File: src/rtl/mmul_arbiter.sv
// Two-requester round-robin front end for a shared 2x2 matrix multiplier.
// Optional WAIT-state abort is compiled in with the MMUL_ARB_TIMEOUT_EN macro.
module mmul_arbiter #(
    parameter int TIMEOUT_CYCLES = 64
) (
    input  logic        clk,
    input  logic        rst_n,
    input  logic [1:0]  req_valid_i,
    output logic [1:0]  req_ready_o,
    input  logic [63:0] req_a_i,
    input  logic [63:0] req_b_i,
    output logic [1:0]  rsp_valid_o,
    input  logic [1:0]  rsp_ready_i,
    output logic [31:0] rsp_c_o,
    output logic        rsp_err_o,
    output logic        mul_start_o,
    output logic [31:0] mul_a_o,
    output logic [31:0] mul_b_o,
    input  logic [31:0] mul_c_i,
    input  logic        mul_done_i,
    output logic        busy_o
);

    typedef enum logic [1:0] {
        ST_IDLE  = 2'd0,
        ST_ISSUE = 2'd1,
        ST_WAIT  = 2'd2,
        ST_RESP  = 2'd3
    } state_e;

    state_e      state_q, state_d;
    logic        prio_q, prio_d;
    logic        gnt_q, gnt_d;
    logic        gnt_sel;
    logic [31:0] a_q, a_d;
    logic [31:0] b_q, b_d;
    logic [31:0] c_q, c_d;

`ifdef MMUL_ARB_TIMEOUT_EN
    localparam int CNT_W = $clog2(TIMEOUT_CYCLES + 1);

    logic [CNT_W-1:0] cnt_q, cnt_d, cnt_inc;
    logic             err_q, err_d;

    // cnt_inc is the 1-based index of the WAIT cycle currently in progress.
    assign cnt_inc = cnt_q + CNT_W'(1);
`endif

    // A lone requester always wins; a tie goes to the round-robin pointer.
    always_comb begin
        case (req_valid_i)
            2'b01:   gnt_sel = 1'b0;
            2'b10:   gnt_sel = 1'b1;
            default: gnt_sel = prio_q;
        endcase
    end

    always_comb begin
        state_d     = state_q;
        prio_d      = prio_q;
        gnt_d       = gnt_q;
        a_d         = a_q;
        b_d         = b_q;
        c_d         = c_q;
        req_ready_o = 2'b00;
`ifdef MMUL_ARB_TIMEOUT_EN
        cnt_d       = cnt_q;
        err_d       = err_q;
`endif

        case (state_q)
            ST_IDLE: begin
                if (|req_valid_i) begin
                    req_ready_o = 2'b01 << gnt_sel;
                    gnt_d       = gnt_sel;
                    prio_d      = ~gnt_sel;
                    a_d         = gnt_sel ? req_a_i[63:32] : req_a_i[31:0];
                    b_d         = gnt_sel ? req_b_i[63:32] : req_b_i[31:0];
                    state_d     = ST_ISSUE;
                end
            end

            ST_ISSUE: begin
                state_d = ST_WAIT;
`ifdef MMUL_ARB_TIMEOUT_EN
                cnt_d   = '0;
`endif
            end

            ST_WAIT: begin
                // A done pulse arriving on the final allowed cycle still wins over the abort.
                if (mul_done_i) begin
                    c_d     = mul_c_i;
                    state_d = ST_RESP;
`ifdef MMUL_ARB_TIMEOUT_EN
                    err_d   = 1'b0;
                end else if (cnt_inc == CNT_W'(TIMEOUT_CYCLES)) begin
                    c_d     = '0;
                    err_d   = 1'b1;
                    state_d = ST_RESP;
                end else begin
                    cnt_d   = cnt_inc;
`endif
                end
            end

            ST_RESP: begin
                if (rsp_ready_i[gnt_q]) begin
                    state_d = ST_IDLE;
                end
            end

            default: state_d = ST_IDLE;
        endcase
    end

    always_ff @(posedge clk or negedge rst_n) begin
        if (!rst_n) begin
            state_q <= ST_IDLE;
            prio_q  <= 1'b0;
            gnt_q   <= 1'b0;
            a_q     <= '0;
            b_q     <= '0;
            c_q     <= '0;
`ifdef MMUL_ARB_TIMEOUT_EN
            cnt_q   <= '0;
            err_q   <= 1'b0;
`endif
        end else begin
            state_q <= state_d;
            prio_q  <= prio_d;
            gnt_q   <= gnt_d;
            a_q     <= a_d;
            b_q     <= b_d;
            c_q     <= c_d;
`ifdef MMUL_ARB_TIMEOUT_EN
            cnt_q   <= cnt_d;
            err_q   <= err_d;
`endif
        end
    end

    // Operand registers only change on a grant, so they stay stable through ISSUE and WAIT.
    assign mul_start_o = (state_q == ST_ISSUE);
    assign mul_a_o     = a_q;
    assign mul_b_o     = b_q;
    assign rsp_valid_o = (state_q == ST_RESP) ? (2'b01 << gnt_q) : 2'b00;
    assign rsp_c_o     = c_q;
    assign busy_o      = (state_q != ST_IDLE);

`ifdef MMUL_ARB_TIMEOUT_EN
    assign rsp_err_o   = err_q & (state_q == ST_RESP);
`else
    assign rsp_err_o   = 1'b0;
`endif

endmodule

File: config.mk
export PLATFORM = sky130hd
export DESIGN_NAME = mmul_arbiter
export DESIGN_NICKNAME = d
export VERILOG_FILES = /design/src/rtl/mmul_arbiter.sv
export SDC_FILE = /design/constraint.sdc
export NUM_CORES = 1
export LEC_CHECK = 0
export CAP_MARGIN = 40
export CORE_UTILIZATION = 37
export CTS_CLUSTER_DIAMETER = 80
export DETAILED_ROUTE_END_ITERATION = 10
export PLACE_DENSITY = 0.81
export SETUP_SLACK_MARGIN = 0.15
export SLEW_MARGIN = 20
export SYNTH_ARGS = -nofsm -noshare
export SYNTH_HDL_FRONTEND = slang
export SYNTH_SLANG_ARGS = --single-unit
File: constraint.sdc
create_clock -name clk -period 1.9 [get_ports clk]
set_input_delay 0.19 -clock clk [delete_from_list [all_inputs] [get_ports clk]]
set_output_delay 0.19 -clock clk [all_outputs]
set_load 0.03 [all_outputs]
==> run summary <==
Outcome = complete, no violations
Worst-case hold slack = 365 ps
Commonest non-fill, non-tap cell in the layout = sky130_fd_sc_hd__clkdlybuf4s50_1
Number of synthesized register bits = 100
Instance count after placement with tap cells included = 722
R2R Path End = mul_a_o[11]
Number of buffer cells added on primary ports = 268
Clock latency at the later pin of the worst-skew pair = 340 ps
Non-filler cells in the finished layout = 747
Largest net degree at the start of global routing = 52
Commonest cells after routing, fill and taps aside = sky130_fd_sc_hd__clkdlybuf4s50_1 (259), sky130_fd_sc_hd__dfrtp_1 (100), sky130_fd_sc_hd__and3_1 (64), sky130_fd_sc_hd__a221o_1 (64), sky130_fd_sc_hd__mux2_2 (34)
Cell leakage power = 3.46 nW
Final nets = 773
Setup repair after global routing missed its margin = yes
TritonCTS clock tree = yes
Net count after synthesis = 500
Cell count after synthesis = 326
Crit path kind = reg -> out
Via count of the first global-routing pass = 4,222
Num rows = 39
Synth cell types = 26
Total power divided by cell area = 1710 mW/mm²
Number of sinks driven by the clock tree = 100
Final Total Pwr = 13.1 mW
Average via count per standard cell = 5.29
Endpoint kind of the worst setup timing path = output port
Die X-Extent = 110 µm
Average footprint of a synthesized cell = 13.3 µm²
Count of yosys warnings during synthesis = 0
Core box area = 0.0114 mm²
Number of antenna violations at the first check in global routing = 0
Final antenna-violating net count = 0
Share of layout cells above drive strength 1 = 0.146
Filler cell count in the final layout = 861
Vias after detailed routing = 3,955
Sequential cell fraction of total power = 0.290
Switch share = 0.402
Buffer depth of the longest clock path = 2
Maximum Capacitance Violations = 0
Die ar. = 0.0122 mm²
Tmin final = 1720 ps
Endpoint required time on the critical path = 1710 ps
FMAX = 581 MHz
Worst-case setup margin in the final layout = 180 ps
Iteration count of the initial detailed-routing pass = 4
Max rail drop VDD = 957 µV
Post-synth EDFFs = 0
Total routing resource utilization after global routing = 0.228
Placed cell area = 0.00723 mm²
Setup violations, final = 0
Initial core utilization = 0.381
Register Area = 0.00250 mm²
Max-slew violation count = 0
Multi-input gate area = 0.00168 mm²
FFs w/ async S/R, synth = 1.00
TritonCTS Buffers = 9
First-pass GRT wire length = 22,100 µm
Crit path arrival time = 1530 ps
Grt ovf = 0
Mapped cell area = 0.00435 mm²
Worst Setup SP = state_q[1]
I/O pin cnt = 270
Number of design-rule violations left by the first detailed-router iteration = 215
Half-perimeter wire length of the detailed placement result = 10,300 µm
Mean routed wirelength per cell = 18.7 µm
Worst slack at placement = -275 ps
Number of cells on the worst reg-to-reg path = 6
Number of endpoints with negative hold slack in the final report = 0
Post-route clock period utilization = 0.905
Post-route clock skew = 10.5 ps
Fin util = 0.671
Reported net switching power = 5.28 mW
Total negative slack = 0 ps
Antenna diode count = 0
Sum of routed wire length over all layers = 14,000 µm
Prevailing post-synth register cell = sky130_fd_sc_hd__dfrtp_1
Reg2Reg Setup Slack = 290 ps
Startpoint class of the critical path = register
RD Place Congestion = 0.821
Startpoint of the worst-slack reg-to-reg timing path = state_q[1]
Class of the tightest hold or removal check = in -> async
Clock slew seen by the registers of the worst setup and hold paths = 70 ps
Synthesis-to-layout area growth = 76.2%
Total non-filler cell area in the finished layout = 0.00767 mm²
Sequential element share of the synthesized area = 0.575
Die span in y = 110 µm
Post-route DRC = 0
Relative contribution of the clock network to total power = 0.142
Root buf cell = sky130_fd_sc_hd__clkbuf_16
Internal power consumption = 7.85 mW
Logic pwr share = 0.568
H-tree lvl count = 3
Crit-path max FO = 4
-- repair_timing --
action / CTS / global route
hold buffers: 1 / 0
gates resized for setup: 17 / 6
hold endpoints to repair: 34 / 0
setup buffers: 1 / 7
endpoints found under the setup margin: 66 / 63
pin swaps: 1 / 2
-- critical path, cell delays in order (launching register included) --
cell and delay, ps:
sky130_fd_sc_hd__dfrtp_1 420, sky130_fd_sc_hd__inv_2 90, sky130_fd_sc_hd__ha_4 160, sky130_fd_sc_hd__nor2b_4 200, sky130_fd_sc_hd__o21ai_2 80, sky130_fd_sc_hd__nor2_2 100, sky130_fd_sc_hd__buf_6 140
-- cell usage after synthesis (all sizes together) (2+ instances only) --
| master | instances | area, µm² |
|---|---|---|
| clkbuf | 11 | 46.3 |
| inv | 8 | 30.0 |
| mux2 | 34 | 383 |
| nor2 | 3 | 13.8 |
| nand2 | 2 | 7.51 |
| ha | 7 | 87.6 |
| buf | 21 | 155 |
| and3 | 64 | 400 |
| and2 | 2 | 12.5 |
| dfrtp | 100 | 2500 |
| a221o | 64 | 641 |
-- per-layer routing --
layer / GRT usage / vias up / wire length, µm / part of all wire
met5: 0 / - / 0 / 0
met4: 0.107 / 0 / 474 / 0.034
met3: 0.0565 / 39 / 911 / 0.065
met2: 0.399 / 188 / 7110 / 0.51
met1: 0.262 / 1929 / 5490 / 0.39
li1: - / 1799 / - / -
-- state kept, by name (all words and copies together) (netlist names) --
signal / flops
mul_a_o: 32
mul_b_o: 32
rsp_c_o: 32
state_q: 2
gnt_q: 1
prio_q: 1
-- layout make-up --
class                      count  area share
clock inverter                 3     0.00588
tap                          143      0.0233
clock buffer                  13      0.0339
multi-input combinational    186       0.219
inverter                       8     0.00392
timing repair buffer         294       0.388
sequential                   100       0.326
-- logic make-up after synthesis --
logic type      count (synthesis)  share of synthesized area
compound gates                 70                      0.157
fa+ha+maj                       7                     0.0201
buf+inv                        40                     0.0532
flops                         100                      0.575
mux                            35                     0.0911
other cells                     1                   0.000862
simple gates                   73                      0.103
-- power by group through the flow --
stage                     registers, mW  logic, mW  clock network, mW
after floorplan                    5.69       2.28                  0
after global placement             3.78       7.18                  0
after detailed placement           3.80       7.37                  0
after CTS                          3.80       7.40               1.91
after global routing               3.91       7.82               1.98
final                              3.80       7.46               1.86
-- how the worst max path moves through the flow --
| stage | to | slack (ps) |
|---|---|---|
| 2_1_floorplan | req_ready_o[0] | 210 |
| 3_3_place_gp | mul_a_o[26] | -240 |
| 3_5_place_dp | mul_b_o[28] | -270 |
| 4_1_cts | req_ready_o[1] | -7 |
| 5_1_grt | req_ready_o[0] | 120 |
| 6_report | req_ready_o[0] | 180 |
No activity file was read; power rests on OpenSTA's default activity.
